===== config.mk =====
export PLATFORM = sky130hd
export DESIGN_NAME = cpsr_ctrl_flat
export DESIGN_NICKNAME = d
export VERILOG_FILES = /design/src/rtl/cpsr_ctrl_pkg.sv /design/src/rtl/cpsr_ctrl_if.sv /design/src/rtl/cpsr_ctrl_cond_eval.sv /design/src/rtl/cpsr_ctrl.sv /design/src/flat_wrapper.sv
export SDC_FILE = /design/constraint.sdc
export NUM_CORES = 1
export LEC_CHECK = 0
export ABC_AREA = 0
export CAP_MARGIN = 20
export CORE_UTILIZATION = 25
export CTS_CLUSTER_DIAMETER = 60
export DETAILED_ROUTE_END_ITERATION = 10
export PLACE_DENSITY_LB_ADDON = 0.12
export SLEW_MARGIN = 5
export SYNTH_ARGS = -nofsm -noshare
export SYNTH_HDL_FRONTEND = slang
export SYNTH_SLANG_ARGS = --single-unit

===== constraint.sdc =====
create_clock -name clk -period 1.7 [get_ports clk]
set_input_delay 0.17 -clock clk [delete_from_list [all_inputs] [get_ports clk]]
set_output_delay 0.17 -clock clk [all_outputs]
set_load 0.01 [all_outputs]

===== src/rtl/cpsr_ctrl_pkg.sv =====
// Shared definitions for the CPSR write controller: bit positions, condition
// encodings, reset word and controller state encodings.
package cpsr_ctrl_pkg;

    localparam int CPSR_FULLW = 32;
    localparam int CPSR_BYTEW = 8;
    localparam logic [31:0] RESET_CPSR_DEFAULT = 32'h0000_00D3;

    localparam int CPSR_N       = 31;
    localparam int CPSR_Z       = 30;
    localparam int CPSR_C       = 29;
    localparam int CPSR_V       = 28;
    localparam int CPSR_I       = 7;
    localparam int CPSR_F       = 6;
    localparam int CPSR_MODE_HI = 4;
    localparam int CPSR_MODE_LO = 0;

    typedef enum logic [3:0] {
        COND_EQ = 4'h0, COND_NE = 4'h1, COND_CS = 4'h2, COND_CC = 4'h3,
        COND_MI = 4'h4, COND_PL = 4'h5, COND_VS = 4'h6, COND_VC = 4'h7,
        COND_HI = 4'h8, COND_LS = 4'h9, COND_GE = 4'hA, COND_LT = 4'hB,
        COND_GT = 4'hC, COND_LE = 4'hD, COND_AL = 4'hE, COND_NV = 4'hF
    } cond_e;

    typedef enum logic [1:0] {
        ST_INIT   = 2'd0,
        ST_SETTLE = 2'd1,
        ST_RUN    = 2'd2
    } state_e;

endpackage


===== src/rtl/cpsr_ctrl_if.sv =====
// Bundle between the CPSR controller, the execute stage and the CPSR register.
// The master side is the controller; the slave side is its environment.
interface cpsr_ctrl_if #(
    parameter int FULLW = 32
) ();
    logic             flag_we;
    logic [3:0]       flags_in;
    logic             msr_we;
    logic [3:0]       msr_mask;
    logic [FULLW-1:0] msr_data;
    logic [3:0]       cond;
    logic             cond_pass;
    logic             ready;
    logic             mode_chg;
    logic             reg_we;
    logic [FULLW-1:0] reg_d;
    logic [FULLW-1:0] reg_q;
    logic [FULLW-1:0] cpsr;

    modport master (
        input  flag_we, flags_in, msr_we, msr_mask, msr_data, cond, reg_q,
        output cond_pass, ready, mode_chg, reg_we, reg_d, cpsr
    );

    modport slave (
        output flag_we, flags_in, msr_we, msr_mask, msr_data, cond, reg_q,
        input  cond_pass, ready, mode_chg, reg_we, reg_d, cpsr
    );
endinterface


===== src/rtl/cpsr_ctrl_cond_eval.sv =====
// ARM condition-code evaluator: purely combinational (cond, NZCV) -> pass.
// Kept standalone so the decode stage can instantiate the same table.
module cpsr_ctrl_cond_eval
    import cpsr_ctrl_pkg::*;
(
    input  logic [3:0] i_cond,
    input  logic [3:0] i_nzcv,
    output logic       o_pass
);
    logic w_n, w_z, w_c, w_v;

    assign {w_n, w_z, w_c, w_v} = i_nzcv;

    always_comb begin
        o_pass = 1'b0;
        case (cond_e'(i_cond))
            COND_EQ: o_pass = w_z;
            COND_NE: o_pass = !w_z;
            COND_CS: o_pass = w_c;
            COND_CC: o_pass = !w_c;
            COND_MI: o_pass = w_n;
            COND_PL: o_pass = !w_n;
            COND_VS: o_pass = w_v;
            COND_VC: o_pass = !w_v;
            COND_HI: o_pass = w_c && !w_z;
            COND_LS: o_pass = !w_c || w_z;
            COND_GE: o_pass = (w_n == w_v);
            COND_LT: o_pass = (w_n != w_v);
            COND_GT: o_pass = !w_z && (w_n == w_v);
            COND_LE: o_pass = w_z || (w_n != w_v);
            COND_AL: o_pass = 1'b1;
            COND_NV: o_pass = 1'b0;
            default: o_pass = 1'b0;
        endcase
    end
endmodule


===== src/rtl/cpsr_ctrl.sv =====
// CPSR write-side controller: initialises the register after reset, merges
// MSR/flag updates into read-modify-write words and evaluates conditions.
module cpsr_ctrl
    import cpsr_ctrl_pkg::*;
#(
    parameter int               FULLW      = CPSR_FULLW,
    parameter int               BYTEW      = CPSR_BYTEW,
    parameter logic [FULLW-1:0] RESET_CPSR = RESET_CPSR_DEFAULT,
    parameter int               FWD        = 0
) (
    input  logic        clk,
    input  logic        reset,
    cpsr_ctrl_if.master bus
);
    localparam int NBYTES = FULLW / BYTEW;

    state_e           r_state;
    state_e           w_state_next;
    logic             r_mode_chg;
    logic             w_reg_we;
    logic [FULLW-1:0] w_reg_d;
    logic             w_ready;
    logic [FULLW-1:0] w_msr_word;
    logic [FULLW-1:0] w_wr_word;
    logic [3:0]       w_nzcv;
    logic             w_cond_ok;

    // Byte-wise MSR field merge over the current register contents.
    generate
        for (genvar gi = 0; gi < NBYTES; gi++) begin : g_msr_merge
            assign w_msr_word[gi*BYTEW +: BYTEW] =
                (bus.msr_we && bus.msr_mask[gi]) ? bus.msr_data[gi*BYTEW +: BYTEW]
                                                 : bus.reg_q[gi*BYTEW +: BYTEW];
        end
    endgenerate

    // Flags land last so they win over an MSR f-field write in the same cycle.
    assign w_wr_word = bus.flag_we ? {bus.flags_in, w_msr_word[CPSR_N-4:0]} : w_msr_word;

    always_ff @(posedge clk) begin
        if (reset) begin
            r_state <= ST_INIT;
        end else begin
            r_state <= w_state_next;
        end
    end

    // Reset is honoured combinationally too, so a write issued in the reset
    // cycle never reaches the register.
    always_comb begin
        w_state_next = r_state;
        w_reg_we     = 1'b0;
        w_reg_d      = bus.reg_q;
        w_ready      = 1'b0;
        if (reset) begin
            w_state_next = ST_INIT;
            w_reg_we     = 1'b1;
            w_reg_d      = RESET_CPSR;
        end else begin
            case (r_state)
                ST_INIT: begin
                    w_reg_we     = 1'b1;
                    w_reg_d      = RESET_CPSR;
                    w_state_next = ST_SETTLE;
                end
                ST_SETTLE: begin
                    w_state_next = ST_RUN;
                end
                ST_RUN: begin
                    w_ready  = 1'b1;
                    w_reg_we = bus.flag_we || bus.msr_we;
                    w_reg_d  = w_wr_word;
                end
                default: begin
                    w_state_next = ST_INIT;
                end
            endcase
        end
    end

    always_ff @(posedge clk) begin
        if (reset) begin
            r_mode_chg <= 1'b0;
        end else begin
            r_mode_chg <= w_ready && w_reg_we &&
                          (w_reg_d[CPSR_MODE_HI:CPSR_MODE_LO] != bus.reg_q[CPSR_MODE_HI:CPSR_MODE_LO]);
        end
    end

    assign w_nzcv = ((FWD != 0) && w_ready && w_reg_we) ? w_reg_d[CPSR_N -: 4]
                                                          : bus.reg_q[CPSR_N -: 4];

    cpsr_ctrl_cond_eval u_cond_eval (
        .i_cond (bus.cond),
        .i_nzcv (w_nzcv),
        .o_pass (w_cond_ok)
    );

    assign bus.cond_pass = w_ready && w_cond_ok;
    assign bus.ready     = w_ready;
    assign bus.mode_chg  = r_mode_chg;
    assign bus.reg_we    = w_reg_we;
    assign bus.reg_d     = w_reg_d;
    assign bus.cpsr      = w_ready ? bus.reg_q : RESET_CPSR;
endmodule

===== src/flat_wrapper.sv =====
// flat-port wrapper written by rule: the top's interface ports become plain ports
module cpsr_ctrl_flat import cpsr_ctrl_pkg::*;
#(
    parameter int               FULLW      = CPSR_FULLW,
    parameter int               BYTEW      = CPSR_BYTEW,
    parameter logic [FULLW-1:0] RESET_CPSR = RESET_CPSR_DEFAULT,
    parameter int               FWD        = 0
)
  (clk, reset, bus_flag_we, bus_flags_in, bus_msr_we, bus_msr_mask, bus_msr_data, bus_cond, bus_reg_q, bus_cond_pass, bus_ready, bus_mode_chg, bus_reg_we, bus_reg_d, bus_cpsr);
  cpsr_ctrl_if #(.FULLW(FULLW)) bus_i ();
  input  logic clk;
  input  logic reset;
  input wire logic [$bits(bus_i.flag_we)-1:0] bus_flag_we;
  input wire logic [$bits(bus_i.flags_in)-1:0] bus_flags_in;
  input wire logic [$bits(bus_i.msr_we)-1:0] bus_msr_we;
  input wire logic [$bits(bus_i.msr_mask)-1:0] bus_msr_mask;
  input wire logic [$bits(bus_i.msr_data)-1:0] bus_msr_data;
  input wire logic [$bits(bus_i.cond)-1:0] bus_cond;
  input wire logic [$bits(bus_i.reg_q)-1:0] bus_reg_q;
  output wire logic [$bits(bus_i.cond_pass)-1:0] bus_cond_pass;
  output wire logic [$bits(bus_i.ready)-1:0] bus_ready;
  output wire logic [$bits(bus_i.mode_chg)-1:0] bus_mode_chg;
  output wire logic [$bits(bus_i.reg_we)-1:0] bus_reg_we;
  output wire logic [$bits(bus_i.reg_d)-1:0] bus_reg_d;
  output wire logic [$bits(bus_i.cpsr)-1:0] bus_cpsr;
  assign bus_i.flag_we = bus_flag_we;
  assign bus_i.flags_in = bus_flags_in;
  assign bus_i.msr_we = bus_msr_we;
  assign bus_i.msr_mask = bus_msr_mask;
  assign bus_i.msr_data = bus_msr_data;
  assign bus_i.cond = bus_cond;
  assign bus_i.reg_q = bus_reg_q;
  assign bus_cond_pass = bus_i.cond_pass;
  assign bus_ready = bus_i.ready;
  assign bus_mode_chg = bus_i.mode_chg;
  assign bus_reg_we = bus_i.reg_we;
  assign bus_reg_d = bus_i.reg_d;
  assign bus_cpsr = bus_i.cpsr;
  cpsr_ctrl #(.FULLW(FULLW), .BYTEW(BYTEW), .RESET_CPSR(RESET_CPSR), .FWD(FWD)) u_core (.clk(clk), .reset(reset), .bus(bus_i));
endmodule

=== After elaboration in Yosys (flattened, before gate mapping) ===
Cells that the tools add are included.

* Equality and inequality tests: 20
* Mux-type cells: 14
* Reductions and logical operators: 18

{| class="wikitable"
|+ Operator list
! cell !! count
|-
| $mux W32 || 3
|-
| $pmux W32 S2 || 1
|-
| $eq A4 B4 Y1 const B || 8
|-
| $mux W8 || 4
|-
| $eq A4 B3 Y1 const B || 4
|-
| $pmux W1 S16 || 1
|-
| $logic_and A1 B1 Y1 || 9
|-
| $eq A4 B2 Y1 const B || 2
|-
| $pmux W2 S3 || 1
|-
| $ne A5 B5 Y1 || 1
|-
| $eq A4 B1 Y1 const B || 1
|-
| $logic_not A1 Y1 || 4
|-
| $logic_not A4 Y1 || 1
|-
| $logic_or A1 B1 Y1 || 3
|-
| $mux W1 || 3
|-
| $eq A2 B1 Y1 const B || 1
|-
| $eq A2 B2 Y1 const B || 1
|-
| $logic_not A2 Y1 || 1
|-
| $pmux W1 S2 || 1
|-
| $eq A1 B1 Y1 || 1
|-
| $ne A1 B1 Y1 || 1
|}

* Flip-flop bits (word level): 3
* Output and inout port bits: 68
* Word-level logic and storage cells: 54

=== Logic depth before layout (Yosys ltp) ===
Gate-level depths: netlist of run 1.

* Depth in word-level cells: 7
* Gate-level depth with buffers: 6

=== Hierarchy ===
From an unflattened synthesis of run 1, not the netlist that was laid out.

* Cell total of the unflattened synthesis: 203
* Area, all modules: 1323.8 sq um

{| class="wikitable"
|+ By module, submodules not included
! module !! times used !! cells each !! area an instance (sq um) !! seq. area each (sq um)
|-
| cpsr_ctrl || 1 || 180 || 1168.6 || 60.1
|-
| cpsr_ctrl_cond_eval || 1 || 23 || 155.1 || 0.0
|}

=== Worst setup path after synthesis of run 1 ===
Ideal clock, no wire load.

* Path kind: flip-flop to output port
* Start: register u_core.r_state[0]
* End: output port bus_cond_pass
* Data arrival time: 1.305 ns
* Data required time: 1.530 ns
* Setup slack: 0.225 ns
* Cell stages (with the launch flop): 7
* Buffers on the path: 1
* Path through: dfxtp_1 > nor2_1 > nand2_1 > buf_2 > nor4_2 > nand2_1 > a21oi_1

* Word-level cells in the longest chain between the ends: 4

{| class="wikitable"
|+ Ends and longest elaborated chain
! what !! line !! RTL
|-
| start: declaration || cpsr_ctrl.sv:17 || <nowiki>state_e r_state;</nowiki>
|-
| start signal: assignment || cpsr_ctrl.sv:44 || <nowiki>r_state <= w_state_next;</nowiki>
|-
| $eq A2 B2 Y1 || cpsr_ctrl.sv:60 || <nowiki>case (r_state)</nowiki>
|-
| $mux W1 || cpsr_ctrl.sv:60 ||
|-
| $mux W1 || cpsr_ctrl.sv:55 || <nowiki>if (reset) begin</nowiki>
|-
| $logic_and A1 B1 Y1 || cpsr_ctrl.sv:99 || <nowiki>assign bus.cond_pass = w_ready && w_cond_ok;</nowiki>
|-
| end: declaration || flat_wrapper.sv:20 || <nowiki>output wire logic [$bits(bus_i.cond_pass)-1:0] bus_cond_pass;</nowiki>
|}

No other way between the ends.

=== Final worst setup path of run 1 ===
Ends and elaborated chain as after synthesis.

==> results.json, run 1 <==
{
  "setup_slack_ns": -0.04970,
  "grt_pass1_vias": 1916,
  "numCtsBuffers": 3,
  "cts_tree": "built",
  "yosys_most_used_dff": "dfxtp_1",
  "synth_edf_count": 0,
  "finalHoldViolations": 0,
  "grt_pass1_wl_mm": 8.673,
  "grt_overflow": 0,
  "drive_gt1_frac": 0.3390,
  "firstDrtPassIters": 4,
  "holdWs_ns": 0.4060,
  "p_total_mw": 1.222,
  "nNetsFinal": 435,
  "clkTransAtPathRegs_ns": 0.04,
  "period_needed_ns": 1.750,
  "outcome": "finished with violations",
  "die_area_um2": 4736,
  "ys_warn_count": 0,
  "synthAdderAreaFrac": 0,
  "fin_skew_ns": 0.002452,
  "fin_crit_sh": 1.029,
  "crit_path_top_delay_cell": "dfxtp_2",
  "power.density_nw_per_um2": 423.9,
  "place_congestion": 0.8419,
  "die_h_um": 68.82,
  "grt_start_max_net_pins": 15,
  "max_freq_ghz": 0.5715,
  "multi_input_area_um2": 1092,
  "io_pins": 148,
  "regArea_um2": 61.31,
  "dp.cells": 395,
  "grt.total_usage": 0.2468,
  "grt_setup_unrepaired": "yes",
  "slew-limit-headroom": 0.7847,
  "slew_viol_final": 0,
  "synth.avg_cell_area_um2": 6.414,
  "placed_area_um2": 2851,
  "synth.most_common_cell": "nand2_1",
  "fin_cells": 404,
  "port_buffers": 147,
  "setup_viol": 1,
  "synth_top_cell_area_share": 0.1805,
  "synthMuxAreaShare": 0.04260,
  "vias": 2006,
  "dieWidth_um": 68.82,
  "via_per_inst": 4.965,
  "cpMostUsedCell": "buf_6",
  "cts_buffer_depth": 2,
  "worstPathArrival_ns": 1.58,
  "cts_sinks": 3,
  "ir_drop_uv": 446.1,
  "grt_use_met3": 0.04605,
  "violations": "negative setup slack",
  "cellLeakagePower_nw": 1.336,
  "ctsHoldBuffers": 0,
  "synthToLayoutAreaGrowth_pct": 158.3,
  "rows": 23,
  "ant_nets": 0,
  "use_met2": 0.4890,
  "ys_seq_elements": 3,
  "netlist_top_cells_count": "27 x nand2_1, 24 x and2_1, 23 x a22o_1, 15 x nor2_1",
  "critPathMaxFanout": 4,
  "grt_antenna_before_repair": 0,
  "hp-class": "primary input to flop",
  "syn_inst": 174,
  "drt_iter0_drc": 56,
  "gr-max-usage-layer": "met2",
  "crit_path_cell_trace": "nor2_2 -> nand2_2 -> buf_6 -> buf_6 -> a31oi_4 -> o2111ai_2 -> a21oi_2 -> buf_2",
  "yosys.area.top_type": "a22o_1",
  "dp_hpwl_mm": 4.841,
  "use_met1": 0.2417,
  "crit_type": "flop to output pin",
  "wl_per_cell_um": 14.67,
  "synth_area_um2": 1116,
  "finalSetupTns_ns": -0.04970,
  "drc": 0,
  "synth_xor_area_frac": 0.01570,
  "endpoint_kind": "output pin",
  "n_fill_cell": 402,
  "synth_compound_area_frac": 0.4025,
  "clockRootBuffer": "clkbuf_8",
  "core-area_um2": 4144,
  "syn_nets": 254,
  "yosys-top-cells-area": "a22o_1 18%, and2_1 13%, nand2_1 9.1%",
  "yosys.area_share.simple": 0.4204,
  "wl_mm": 5.928,
  "cap_violations": 0,
  "ys_async_sr_fraction": 0,
  "worst_pin_slew_ns": 0.3230,
  "cts_max_level": 1,
  "n_antenna_cell": 0,
  "cp_slowest_stage_delay_ns": 0.32,
  "synth_top_family_by_area": "simple AND/OR/NAND/NOR gates",
  "initial_utilization": 0.2693,
  "synth_seq_area_share": 0.05381,
  "worstPathRequired_ns": 1.53,
  "clock_latency_ns": 0.23,
  "yosysUniqueCellTypes": 38,
  "stdcell_area_um2": 2883,
  "startpoint_type": "flop"
}
## registers in the layout, indices dropped and copies added, names as in the netlist
name,cells
u_core.bus.mode_chg,1
u_core.r_state,2
## cells in the final DEF, fill, tap and decap left out, types with 9 or more instances in the layout
cell type        instances
buf_2                   21
clkbuf_2                19
nor2_1                  10
dlygate4sd2_1           13
a22o_1                  23
nand2_1                 20
clkdlybuf4s15_1         10
o21ai_0                  9
buf_4                   32
clkdlybuf4s50_1         70
and2_1                  24
## metal layers
| metal | vias to the layer above | routed length (um) |
|---|---|---|
| met1 | 899 | 2077 |
| met4 | 0 | 202 |
| met2 | 93 | 3060 |
| li1 | 995 | - |
| met3 | 19 | 588 |
| met5 | - | 0 |
## through the flow
step / utilization / setup WS [ns]
2_1_floorplan: - / 0.2252
3_5_place_dp: 0.6881 / -0.8109
4_1_cts: 0.6984 / -0.2224
3_3_place_gp: 0.6881 / -0.6495
6_report: 0.6957 / -0.04970
5_1_grt: 0.6957 / -0.1286
## worst max-delay path, delay by kind of cell, from the launching register on
family | cells | cell delay [ns]
compound gates | 3 | 0.44
flops | 1 | 0.32
buf+inv | 3 | 0.40
simple gates | 2 | 0.17
## final cells by class
class,instances,share of cell area
Inverter,5,0.007378
Multi-Input combinational cell,156,0.3789
Sequential cell,3,0.02127
Clock buffer,4,0.01563
Tap cell,50,0.02170
Timing Repair Buffer,186,0.5551
## repair_timing
item | in CTS | in global routing
pin swaps | 5 | 8
resized for setup | 155 | 92
endpoints found under the setup margin | 68 | 34
setup buffers | 4 | 2
hold endpoints to repair | 0 | 0
## where the power goes
part | leakage [nW] | switching [mW] | internal, mW
Sequential | 0.0250 | 0.00727 | 0.0835
Clock | 0.0228 | 0.0657 | 0.162
Combinational | 1.29 | 0.400 | 0.504
Total | 1.34 | 0.473 | 0.749
## logic make-up after synthesis
kind of cell	count (synthesis)
muxes	3
DFF	3
buffers and inverters	15
and+or+nand+nor	90
AOI/OAI and AO/OA	61
xor gates and xnor gates	2
## worst paths after layout
path | slack [ns] | cells after the start | end | from
hold reg to reg | 0.57 | 2 | u_core.r_state[0]$_SDFFE_PP0P_ | u_core.r_state[1]$_SDFFE_PP0P_
hold / removal | 0.41 | 3 | u_core.r_state[0]$_SDFFE_PP0P_ | reset
setup / recovery | -0.05 | 8 | bus_cond_pass | u_core.r_state[0]$_SDFFE_PP0P_
setup reg to reg | 0.09 | 7 | u_core.bus.mode_chg$_SDFF_PP0_ | u_core.r_state[0]$_SDFFE_PP0P_
Note: power is estimated with default switching activity, not from simulation.
==> run 2: changes to the inputs <==
--- a/config.mk
+++ b/config.mk
@@ -11,6 +11,8 @@
 export CTS_CLUSTER_DIAMETER = 60
 export DETAILED_ROUTE_END_ITERATION = 10
 export PLACE_DENSITY_LB_ADDON = 0.12
+export SKIP_CTS_REPAIR_TIMING = 1
+export SKIP_LAST_GASP = 1
 export SLEW_MARGIN = 5
 export SYNTH_ARGS = -nofsm -noshare
 export SYNTH_HDL_FRONTEND = slang
==> run 2 against run 1 <==
The run still ends with negative setup slack left. Register-to-register slack is essentially flat. Critical path depth shrank 1. Fmax shrank 13%. Sequential share of layout area shrank 0.19 points. First-iteration DRC count shrank 43%. Sequential cell count is the same. Hold slack lost 0.10 ns. Worst setup slack lost 0.27 ns.
==> results.json, run 2 (same netlist as run 1, synthesis figures left out) <==
{
  "dp_hpwl_mm": 4.841,
  "grt_start_max_net_pins": 15,
  "crit_type": "primary input to output pin",
  "r2r_start": "u_core.r_state[0]$_SDFFE_PP0P_",
  "crit_path_cell_trace": "clkdlybuf4s50_1 -> mux4_1 -> nor2_1 -> nor4_2 -> nor3b_2 -> a21oi_1 -> dlymetal6s2s_1",
  "initial_utilization": 0.2693,
  "vias": 2034,
  "worst_pin_slew_ns": 0.3380,
  "firstDrtPassIters": 4,
  "n_antenna_cell": 0,
  "dp.cells": 395,
  "grt_overflow": 0,
  "grt_pass1_vias": 1880,
  "worstPathRequired_ns": 1.53,
  "fin_crit_sh": 1.186,
  "final_common_cell": "clkdlybuf4s50_1",
  "drt_iter0_drc": 32,
  "io_pins": 148,
  "min_to": "u_core.r_state[0]$_SDFFE_PP0P_",
  "die_h_um": 68.82,
  "nNetsFinal": 436,
  "n_fill_cell": 333,
  "slew_viol_final": 0,
  "r2r_slack_ns": 0.08,
  "p_total_mw": 1.251,
  "setup_slack_ns": -0.3160,
  "startpoint_type": "primary input",
  "top_register": "u_core.r_state",
  "grt_setup_unrepaired": "yes",
  "met1_length_mm": 2.219,
  "via_per_inst": 5.022,
  "core-area_um2": 4144,
  "timing.rr.end": "u_core.bus.mode_chg$_SDFF_PP0_",
  "slew-limit-headroom": 0.7743,
  "max_freq_ghz": 0.4960,
  "cts_tree": "built",
  "synthToLayoutAreaGrowth_pct": 183.2,
  "setup_viol": 1,
  "top_layer_used": "met4",
  "clock_latency_ns": 0.23,
  "crit_family": "buffers and inverters",
  "grt_pass1_wl_mm": 8.411,
  "hp-start": "reset",
  "worstPathArrival_ns": 1.85,
  "clkTransAtPathRegs_ns": 0.04,
  "met2_wirelength_mm": 3.170,
  "wl_met3_um": 550,
  "port_buffers": 147,
  "ir_drop_uv": 445.9,
  "cts_sinks": 3,
  "die_area_um2": 4736,
  "cts_max_level": 1,
  "critical_path_buf_inv_count": 2,
  "period_needed_ns": 2.016,
  "cellLeakagePower_nw": 2.155,
  "critPathMaxFanout": 2,
  "dieWidth_um": 68.82,
  "drc": 0,
  "violations": "negative setup slack",
  "cp_slowest_stage_delay_ns": 0.54,
  "numCtsBuffers": 3,
  "grt_antenna_before_repair": 0,
  "place_congestion": 0.8419,
  "hp-class": "primary input to flop",
  "wl_mm": 6.126,
  "endpoint_kind": "output pin",
  "finalHoldViolations": 0,
  "worst-r2r-cell-count": 7,
  "mostFrequentLayoutCells": "75 x clkdlybuf4s50_1, 66 x dlymetal6s2s_1, 35 x buf_4, 24 x and2_1, 23 x a22o_1",
  "fin_skew_ns": 0.002317,
  "power.density_nw_per_um2": 395.7,
  "hold_path_depth": 3,
  "ant_nets": 0,
  "clockRootBuffer": "clkbuf_8",
  "cap_violations": 0,
  "grt.total_usage": 0.2403,
  "rows": 23,
  "post-route-util": 0.7627,
  "cts_buffer_depth": 2,
  "wl_per_cell_um": 15.13,
  "crit_path_top_delay_cell": "mux4_1",
  "fin_cells": 405,
  "outcome": "finished with violations",
  "drive_gt1_frac": 0.2056,
  "largest_register_ffs": 2
}
[run 2: cell types whose count changed in the layout (fill, tap and decap cells not counted), moves of 2 or more]
cell,change
buf_2,-19
buf_4,+3
buf_6,-3
clkdlybuf4s50_1,+5
dlygate4sd2_1,-13
dlymetal6s2s_1,+59
clkdlybuf4s15_1,-10
clkbuf_2,-15
nor2_1,+2
clkdlybuf4s15_2,-6
[run 2: metal layers]
layer	vias to the layer above	GRT usage
li1	1002	-
met1	918	0.2323
met2	97	0.4804
met3	17	0.03947
met4	0	0.1224
met5	-	0
[run 2: worst reg2reg max path, stage by stage (launching register included)]
cell	delay [ns]
dfxtp_2	0.33
buf_6	0.16
and3b_2	0.26
buf_4	0.15
a21oi_2	0.16
o22ai_1	0.11
a211oi_2	0.21
a211oi_1	0.12
[run 2: worst max-delay path by stage]
| stage | end | start | depth (start not counted) |
|---|---|---|---|
| after global placement | bus_cond_pass | bus_cond[1] | 7 |
| final | bus_cond_pass | bus_reg_q[29] | 7 |
| after CTS | bus_cond_pass | bus_cond[1] | 7 |
| after global routing | bus_cond_pass | bus_reg_q[31] | 7 |
| after detailed placement | bus_cond_pass | bus_cond[1] | 7 |
| after floorplan | bus_cond_pass | u_core.r_state[0]$_SDFFE_PP0P_ | 6 |
[run 2: layout make-up]
cell class / count / area [um2] / share of cell area
flip-flops and latches: 3 / 61.31 / 0.01940
well taps: 50 / 62.56 / 0.01979
multi-input cells: 156 / 1045 / 0.3306
clock buffers: 4 / 45.04 / 0.01425
repair buffers: 187 / 1926 / 0.6093
inverters: 5 / 21.27 / 0.006730
[run 2: per-stage QoR]
| stage | setup TNS [ns] | setup slack (ns) | hold WS [ns] | area [um2] |
|---|---|---|---|---|
| 2_1_floorplan | 0 | 0.2252 | 0.2411 | 1116 |
| 3_3_place_gp | -28.12 | -0.6495 | 0.5366 | 2851 |
| 3_5_place_dp | -29.43 | -0.8109 | 0.5429 | 2851 |
| 4_1_cts | -29.54 | -0.8000 | 0.5459 | 2897 |
| 5_1_grt | -0.6817 | -0.3674 | 0.3088 | 3161 |
| 6_report | -0.3160 | -0.3160 | 0.3045 | 3161 |
[run 2: power breakdown]
| group | switching, mW | total, mW | internal (mW) |
|---|---|---|---|
| combinational | 0.389 | 0.932 | 0.543 |
| clock | 0.0660 | 0.228 | 0.162 |
| sequential | 0.00732 | 0.0908 | 0.0835 |
| total | 0.462 | 1.25 | 0.788 |
